--- src/rtl/dds_sweep_ctrl.sv ---
`default_nettype none
// ============================================================================
// Module   : dds_sweep_ctrl
// Purpose  : Stepped frequency-sweep sequencer feeding DDS frequency words
//            over valid/ready, with per-point dwell and per-sweep wave select.
// Revision : 1.0 - initial release
// ============================================================================
module dds_sweep_ctrl #(
    parameter int FW_W    = 32,
    parameter int DWELL_W = 24,
    parameter int WAVE_W  = 4
) (
    input  logic               sys_clk,
    input  logic               sys_rst,
    input  logic               start,
    input  logic               stop,
    input  logic [1:0]         mode,
    input  logic [FW_W-1:0]    f_start,
    input  logic [FW_W-1:0]    f_stop,
    input  logic [FW_W-1:0]    f_step,
    input  logic [DWELL_W-1:0] dwell,
    input  logic [WAVE_W-1:0]  wave_sel_in,
    input  logic               cfg_ready,
    output logic               cfg_valid,
    output logic [FW_W-1:0]    freq_word,
    output logic [WAVE_W-1:0]  wave_select,
    output logic               busy,
    output logic               done
);

    localparam logic [2:0] c_S_IDLE  = 3'd0;
    localparam logic [2:0] c_S_LOAD  = 3'd1;
    localparam logic [2:0] c_S_PUSH  = 3'd2;
    localparam logic [2:0] c_S_DWELL = 3'd3;
    localparam logic [2:0] c_S_STEP  = 3'd4;

    localparam logic [1:0] c_M_UP   = 2'b00;
    localparam logic [1:0] c_M_DOWN = 2'b01;
    localparam logic [1:0] c_M_WRAP = 2'b10;
    localparam logic [1:0] c_M_TRI  = 2'b11;

    localparam logic [DWELL_W-1:0] c_CNT_ONE = {{(DWELL_W-1){1'b0}}, 1'b1};

    logic [2:0]         r_state, w_state_nxt;
    logic [1:0]         r_mode;
    logic [FW_W-1:0]    r_f_start, r_f_stop, r_f_step;
    logic [FW_W-1:0]    r_cur, w_cur_nxt;
    logic [DWELL_W-1:0] r_dwell, r_cnt, w_cnt_nxt;
    logic [WAVE_W-1:0]  r_wave_lat, r_wave_select;
    logic               r_dir_up, w_dir_up_nxt;
    logic               r_stop_pend, w_stop_pend_nxt;
    logic               r_cfg_valid, r_busy, r_done;
    logic               w_cfg_valid_nxt, w_busy_nxt, w_done_nxt;
    logic               w_going_up;
    logic [FW_W:0]      w_sum, w_lo_lim;

    // One extra bit so limit comparisons never wrap at the top of the range.
    assign w_sum      = {1'b0, r_cur} + {1'b0, r_f_step};
    assign w_lo_lim   = {1'b0, r_f_start} + {1'b0, r_f_step};
    assign w_going_up = (r_mode == c_M_TRI) ? r_dir_up : (r_mode != c_M_DOWN);

    always_ff @(posedge sys_clk or posedge sys_rst) begin
        if (sys_rst) r_state <= c_S_IDLE;
        else         r_state <= w_state_nxt;
    end

    always_comb begin
        w_state_nxt     = r_state;
        w_cur_nxt       = r_cur;
        w_dir_up_nxt    = r_dir_up;
        w_cnt_nxt       = r_cnt;
        w_stop_pend_nxt = r_stop_pend;
        case (r_state)
            c_S_IDLE: begin
                w_stop_pend_nxt = 1'b0;
                if (start && !stop) w_state_nxt = c_S_LOAD;
            end
            c_S_LOAD: begin
                if (stop || (r_f_start > r_f_stop)) begin
                    w_state_nxt = c_S_IDLE;
                end else begin
                    w_cur_nxt    = (r_mode == c_M_DOWN) ? r_f_stop : r_f_start;
                    w_dir_up_nxt = 1'b1;
                    w_state_nxt  = c_S_PUSH;
                end
            end
            c_S_PUSH: begin
                // A stop seen while waiting is remembered; valid is never withdrawn.
                if (stop) w_stop_pend_nxt = 1'b1;
                if (cfg_ready) begin
                    if (stop || r_stop_pend) begin
                        w_state_nxt = c_S_IDLE;
                    end else begin
                        w_cnt_nxt   = (r_dwell == '0) ? c_CNT_ONE : r_dwell;
                        w_state_nxt = c_S_DWELL;
                    end
                end
            end
            c_S_DWELL: begin
                if (stop)                    w_state_nxt = c_S_IDLE;
                else if (r_cnt <= c_CNT_ONE) w_state_nxt = c_S_STEP;
                else                         w_cnt_nxt   = r_cnt - c_CNT_ONE;
            end
            c_S_STEP: begin
                w_state_nxt = c_S_PUSH;
                if (stop || (r_f_step == '0)) begin
                    w_state_nxt = c_S_IDLE;
                end else if (w_going_up) begin
                    if (w_sum > {1'b0, r_f_stop}) begin
                        case (r_mode)
                            c_M_WRAP: w_cur_nxt = r_f_start;
                            c_M_TRI: begin
                                w_dir_up_nxt = 1'b0;
                                w_cur_nxt    = ({1'b0, r_cur} < w_lo_lim) ? r_f_start
                                                                          : r_cur - r_f_step;
                            end
                            default:  w_state_nxt = c_S_IDLE;
                        endcase
                    end else begin
                        w_cur_nxt = w_sum[FW_W-1:0];
                    end
                end else if ({1'b0, r_cur} < w_lo_lim) begin
                    if (r_mode == c_M_TRI) begin
                        w_dir_up_nxt = 1'b1;
                        w_cur_nxt    = (w_sum > {1'b0, r_f_stop}) ? r_f_stop : w_sum[FW_W-1:0];
                    end else begin
                        w_state_nxt = c_S_IDLE;
                    end
                end else begin
                    w_cur_nxt = r_cur - r_f_step;
                end
            end
            default: w_state_nxt = c_S_IDLE;
        endcase
    end

    always_comb begin
        w_busy_nxt      = (w_state_nxt != c_S_IDLE);
        w_cfg_valid_nxt = (w_state_nxt == c_S_PUSH);
        w_done_nxt      = (r_state != c_S_IDLE) && (w_state_nxt == c_S_IDLE);
    end

    always_ff @(posedge sys_clk or posedge sys_rst) begin
        if (sys_rst) begin
            r_mode        <= '0;
            r_f_start     <= '0;
            r_f_stop      <= '0;
            r_f_step      <= '0;
            r_dwell       <= '0;
            r_wave_lat    <= '0;
            r_wave_select <= '0;
            r_cur         <= '0;
            r_dir_up      <= 1'b1;
            r_cnt         <= '0;
            r_stop_pend   <= 1'b0;
            r_cfg_valid   <= 1'b0;
            r_busy        <= 1'b0;
            r_done        <= 1'b0;
        end else begin
            if ((r_state == c_S_IDLE) && start && !stop) begin
                r_mode     <= mode;
                r_f_start  <= f_start;
                r_f_stop   <= f_stop;
                r_f_step   <= f_step;
                r_dwell    <= dwell;
                r_wave_lat <= wave_sel_in;
            end
            if (r_state == c_S_LOAD) r_wave_select <= r_wave_lat;
            r_cur       <= w_cur_nxt;
            r_dir_up    <= w_dir_up_nxt;
            r_cnt       <= w_cnt_nxt;
            r_stop_pend <= w_stop_pend_nxt;
            r_cfg_valid <= w_cfg_valid_nxt;
            r_busy      <= w_busy_nxt;
            r_done      <= w_done_nxt;
        end
    end

    assign cfg_valid   = r_cfg_valid;
    assign freq_word   = r_cur;
    assign wave_select = r_wave_select;
    assign busy        = r_busy;
    assign done        = r_done;

endmodule
`default_nettype wire

--- config.mk ---
export PLATFORM = sky130hd
export DESIGN_NAME = dds_sweep_ctrl
export DESIGN_NICKNAME = d
export VERILOG_FILES = /design/src/rtl/dds_sweep_ctrl.sv
export SDC_FILE = /design/constraint.sdc
export NUM_CORES = 1
export LEC_CHECK = 0
export CAP_MARGIN = 15
export CORE_UTILIZATION = 62
export DETAILED_ROUTE_END_ITERATION = 8
export PLACE_DENSITY = 0.86
export SLEW_MARGIN = 5
export SYNTH_ARGS = -nofsm -noshare
export SYNTH_HDL_FRONTEND = slang
export SYNTH_SLANG_ARGS = --single-unit
export TNS_END_PERCENT = 50
--- constraint.sdc ---
create_clock -name sys_clk -period 12.6 [get_ports sys_clk]
set_input_delay 3.15 -clock sys_clk [delete_from_list [all_inputs] [get_ports sys_clk]]
set_output_delay 3.15 -clock sys_clk [all_outputs]
set_load 0.01 [all_outputs]
Word level (Yosys, flattened, before mapping)
Cells that the tools add are included.
{"block": "totals", "wordCells": 107, "regBits": 194, "out_inout_bits": 39, "in_bits": 131}
{"block": "classes", "order_cmp": 4, "eq_ne": 21, "addsub": 4, "n_mux": 41, "n_reduce_logical": 22}
{"op": "2-to-1 mux 32 bit", "n": 9}
{"op": "case mux 32 bit (2 select lines)", "n": 2}
{"op": "2-to-1 mux 24 bit", "n": 5}
{"op": "adder 32 x 32 -> 33 bit", "n": 2}
{"op": "case mux 24 bit (2 select lines)", "n": 1}
{"op": "> comparator 33 x 32 -> 1 bit", "n": 1}
{"op": "less-than comparator 32 x 33 -> 1 bit", "n": 1}
{"op": "> comparator 32 bit", "n": 1}
{"op": "zero test 32 bit", "n": 1}
{"op": "subtractor 32 bit", "n": 1}
{"op": "less-or-equal comparator 24 x 1 -> 1 bit, second input constant", "n": 1}
{"op": "zero test 24 bit", "n": 1}
{"op": "subtractor 24 x 1 -> 24 bit, second input constant", "n": 1}
{"op": "2-to-1 mux 3 bit", "n": 6}
{"op": "inequality test 2 bit, second input constant", "n": 8}
{"op": "case mux 3 bit (5 select lines)", "n": 1}
{"op": "2-to-1 mux 2 bit", "n": 6}
{"op": "AND reduction 5 bit", "n": 2}
{"op": "== test 3 x 2 -> 1 bit, second input constant", "n": 3}
{"op": "2-to-1 mux 1 bit", "n": 9}
{"op": "zero test 3 bit", "n": 2}
{"op": "inequality test 3 bit, second input constant", "n": 2}
{"op": "AND reduction 6 bit", "n": 1}
{"op": "nonzero test 2 bit", "n": 3}
{"op": "other kinds (14)", "n": 22}

Depth between registers and ports, before layout
{"block": "depth", "ltp_word": 9, "ltp_mapped": 26, "ltp_nobuf": 24}

Worst setup path before layout
OpenSTA, ideal clock, no wires.
{"block": "synth_path", "path_kind": "register to register", "startpoint": "register r_f_start[3]", "endpoint": "register r_cur[18] (netlist: freq_word[18])", "path_slack_ns": 7.376, "arrival_time_ns": 5.089, "setup_ns": 0.135, "required_time_ns": 12.465, "n_path_buf": 1, "synth_period_minus_slack_ns": 5.224, "stages_incl_launch_ff": 23, "path_cell_list": "dfrtp_1 > ha_1 > a21o_1 > a21oi_1 > nand2_1 > a31oi_1 > o21ai_1 > a221oi_1 > o211ai_1 > a21oi_1 > nor2b_1 > o41ai_1 > ha_1 > nand4_1 > nor4_1 > o2111ai_1 > o211a_2 > or3_1 > nor2_1 > a2bb2oi_4 > buf_2 > mux2i_1 > o31ai_1"}
{"block": "synth_between", "elab_chain_len": 8, "elab_cells_between_ends": 14, "cone_classes": "add/sub: 1; order compare: 2; eq/ne: 2; mux: 7; reduce/logical: 2"}
{"item": "start: declaration", "line_no": "46", "source": "logic [FW_W-1:0] r_f_start, r_f_stop, r_f_step;"}
{"item": "start signal: assignment", "line_no": "162", "source": "r_f_start <= f_start;"}
{"item": "adder 32 x 32 -> 33 bit", "line_no": "59", "source": "assign w_lo_lim = {1'b0, r_f_start} + {1'b0, r_f_step};"}
{"item": "less-than comparator 32 x 33 -> 1 bit", "line_no": "114, 122"}
{"item": "2-to-1 mux 32 bit", "line_no": "114", "source": "w_cur_nxt = ({1'b0, r_cur} < w_lo_lim) ? r_f_start"}
{"item": "case mux 32 bit (2 select lines)", "line_no": "110", "source": "case (r_mode)"}
{"item": "2-to-1 mux 32 bit", "line_no": "109", "source": "if (w_sum > {1'b0, r_f_stop}) begin"}
{"item": "2-to-1 mux 32 bit", "line_no": "108", "source": "end else if (w_going_up) begin"}
{"item": "2-to-1 mux 32 bit", "line_no": "106", "source": "if (stop || (r_f_step == '0)) begin"}
{"item": "case mux 32 bit (2 select lines)", "line_no": "73", "source": "case (r_state)"}
{"item": "end signal: assignment", "line_no": "169", "source": "r_cur <= w_cur_nxt;"}
{"item": "end: declaration", "line_no": "47", "source": "logic [FW_W-1:0] r_cur, w_cur_nxt;"}
Parallel ways exist; a longest one is shown, timed or not. The select of a mux whose other input is x is not followed.
A chain may end at the register's enable or synchronous reset.

Final worst setup path
{"block": "layout_path", "startpoint": "register r_f_step[3]", "endpoint": "register r_cur[27] (netlist: freq_word[27])"}
{"block": "layout_between", "elab_chain_len": 8, "elab_cells_between_ends": 20, "cone_classes": "add/sub: 3; order compare: 2; eq/ne: 3; mux: 9; reduce/logical: 3"}
{"item": "start: declaration", "line_no": "46"}
{"item": "start signal: assignment", "line_no": "164", "source": "r_f_step <= f_step;"}
{"item": "adder 32 x 32 -> 33 bit (on tied branches)", "line_no": "59, 58"}
{"item": "less-than comparator 32 x 33 -> 1 bit or > comparator 33 x 32 -> 1 bit (tied branches)"}
{"item": "2-to-1 mux 32 bit (on tied branches)", "line_no": "114, 125"}
{"item": "case mux 32 bit (2 select lines) or 2-to-1 mux 32 bit (tied branches)", "line_no": "110, 123"}
{"item": "2-to-1 mux 32 bit (on tied branches)", "line_no": "109, 122"}
{"item": "2-to-1 mux 32 bit", "line_no": "108"}
{"item": "2-to-1 mux 32 bit", "line_no": "106"}
{"item": "case mux 32 bit (2 select lines)", "line_no": "73"}
Parallel ways exist; a longest one is shown, timed or not. The select of a mux whose other input is x is not followed.

==> metrics.txt <==
Tmin final 7.46 ns; Die ar. 0.0284 mm2; CTS sink count 194; post-place setup slack 5.43 ns; Layout Nets 2448; clk buf depth 2; CTS H-tree lvls 4; Max stage delay on crit path 0.88 ns; setup violators final 0; Avg WL per Cell 23.6 um; first-pass GRT wire length 90.9 mm; final period utilization 0.592; RSZ-0062 raised after global routing false; Core Area 0.0271 mm2; arrival time at the worst endpoint 7.82 ns; clock insertion delay at the later pin of the skew report 0.46 ns; Syn Area/Cell 8.55 um2; CP Cell Sequence ha_1 > a21o_1 > a21oi_1 > nand2_1 > a31oi_1 > o21ai_1 > a221oi_1 > o211ai_1 > a21oi_1 > nor2b_1 > o41ai_1 > ha_1 > nand4_1 > nor4_1 > o2111ai_1 > o211a_2 > or3_1 > nor2_1 > a2bb2oi_4 > buf_4 > mux2_1 > a31o_1; CP max-delay cell a221oi_1; Placed Cells 2474; io pins 170; setup tns final 0 ns; CTS tree yes; sequential area share after synthesis 0.282; total grt overflow 0; Max-Slew Margin vs Limit 0.281; predominant post-synthesis flop cell dfrtp_1; Multi-input gate area 0.0115 mm2; Hold Crit Class flip-flop to flip-flop; Total GRT Usage 0.414; Slew Limit Fails 0; # port buffers 169; TritonCTS Buffers 17; max cap viols 0; synthesized flop and latch total 194; Yosys warning count 0; final hold vios 0; EDFF count, synth 0; root buf cell clkbuf_16; initial antenna violation count 2; # fillers 2017; async set or reset register ratio after synthesis 1.00; worst clock skew 0.0217 ns; worst-path maximum fanout 48; First-pass DRT Iterations 6; Reg clk slew, reported paths 0.09 ns; Post-CTS Resized 0; kind of critical path flip-flop to flip-flop; Final Hold Slack 0.499 ns; crit path launch type flip-flop; Reg area 0.00486 mm2; vias in the first global route 16100; DRC 0; Die Ht 169 um; total setup buffers inserted after CTS 0; status complete, no violations; largest net degree at the start of global routing 113; final wirelength 59.1 mm; syn_nets 2339; RePlAce Congestion 1.01; area grow syn2layout 14.7%; FMAX 134 MHz; hold buffers post-CTS 0; post-route ant nets 0; Via density 6.78; Worst Tran Pin Value 1.08 ns; Synth Instances 2013; CP Capture Type flip-flop; Worst EP required 12.96 ns; post-DP HPWL 44.5 mm; commonest non-fill, non-tap cells in the layout dfrtp_1, ha_1, a21oi_1; via count 17000; final worst setup slack 5.14 ns; Die X 169 um; Core Rows 60; share of layout cells above drive strength 1 0.0984; non-filler cells, final 2507; Mapped Area 0.0172 mm2; Yosys cell types 91; commonest non-fill, non-tap cell in the layout dfrtp_1; drt initial violations 2367; Starting Density 0.635
[layer usage]
layer  up-vias  GRT usage  part of all wire
met2      1101      0.646              0.44
met5         -          0           0.00014
li1       7622          -                 -
met1      8059      0.557              0.40
met3       204      0.104              0.12
met4         2      0.151             0.038
[final timing paths]
| kind | start | to | slack [ns] | cells after the start |
|---|---|---|---|---|
| worst min register to register | r_cnt[23]$_DFFE_PP0P_ | r_cnt[23]$_DFFE_PP0P_ | 0.50 | 2 |
| worst max-delay path | r_f_step[3]$_DFFE_PP0P_ | freq_word[27]$_DFFE_PP0P_ | 5.14 | 22 |
| worst max register to register | r_f_step[3]$_DFFE_PP0P_ | freq_word[27]$_DFFE_PP0P_ | 5.14 | 22 |
| min in group asynchronous | sys_rst | r_f_step[1]$_DFFE_PP0P_ | 3.24 | 2 |
| worst min-delay path | r_cnt[23]$_DFFE_PP0P_ | r_cnt[23]$_DFFE_PP0P_ | 0.50 | 2 |
| max in group asynchronous | sys_rst | freq_word[29]$_DFFE_PP0P_ | 7.95 | 4 |
[metrics by stage]
step / utilization / cell area [um2]
after global placement: 0.704 / 19100
after global routing: 0.728 / 19700
after CTS: 0.728 / 19700
final: 0.729 / 19700
after detailed placement: 0.704 / 19100
after floorplan: - / 17200
[cells by family (layout without fill, tap and decap cells)]
group | count (synthesis) | count (layout) | share of synthesized area
AOI/OAI and AO/OA | 619 | 619 | 0.231
xor gates and xnor gates | 75 | 75 | 0.0382
adders and majority gates | 195 | 195 | 0.143
buffers and inverters | 213 | 334 | 0.0493
DFF | 194 | 194 | 0.282
muxes | 155 | 155 | 0.0999
other | 0 | 1 | 0
and+or+nand+nor | 562 | 562 | 0.157
[worst max-delay path, delay by kind of cell, from the launching register on]
| family | cells | cell delay [ns] |
|---|---|---|
| compound gates | 12 | 3.66 |
| fa+ha+maj | 2 | 0.59 |
| buf+inv | 1 | 0.55 |
| flops | 1 | 0.45 |
| mux | 1 | 0.38 |
| simple gates | 6 | 1.72 |
[registers in the layout, summed over array words and instances, names as in the netlist, 2 cells and up]
signal	cells
wave_select	4
r_f_step	32
r_f_start	32
r_f_stop	32
freq_word	32
r_cnt	24
r_mode	2
r_dwell	24
r_state	3
r_wave_lat	4
[cell type report]
class	count	area share
antenna	1	0.000127
clock inverter	14	0.0110
timing repair buffer	184	0.0920
tap	372	0.0236
sequential	194	0.246
inverter	119	0.0230
multi-input combinational	1606	0.583
clock buffer	17	0.0215
[cells in the mapped netlist (all sizes together) (10+ instances only)]
master | count | area share
a21oi | 184 | 0.054
a2111oi | 10 | 0.0062
nor4 | 31 | 0.012
mux2 | 134 | 0.088
o21a | 14 | 0.0061
inv | 119 | 0.026
nor2 | 145 | 0.032
ha | 192 | 0.14
xnor2 | 54 | 0.027
nand4 | 28 | 0.010
a221oi | 12 | 0.0061
and2 | 12 | 0.0044
o31ai | 10 | 0.0047
a211oi | 19 | 0.0083
nor3 | 44 | 0.013
and3 | 13 | 0.0047
o22ai | 12 | 0.0044
o21bai | 15 | 0.0065
nand2 | 159 | 0.035
nor2b | 24 | 0.0089
a31oi | 34 | 0.013
mux2i | 21 | 0.012
a21o | 45 | 0.020
or2 | 11 | 0.0040
nand2b | 20 | 0.0073
or3 | 10 | 0.0036
o21ai | 146 | 0.042
nand3 | 52 | 0.015
dfrtp | 193 | 0.28
xor2 | 21 | 0.011
a211o | 11 | 0.0056
clkbuf | 61 | 0.013
buf | 33 | 0.010
o211ai | 26 | 0.011
Power is not shown: default switching activity piles up to over one toggle a cycle in this logic, so the estimate is an artifact.
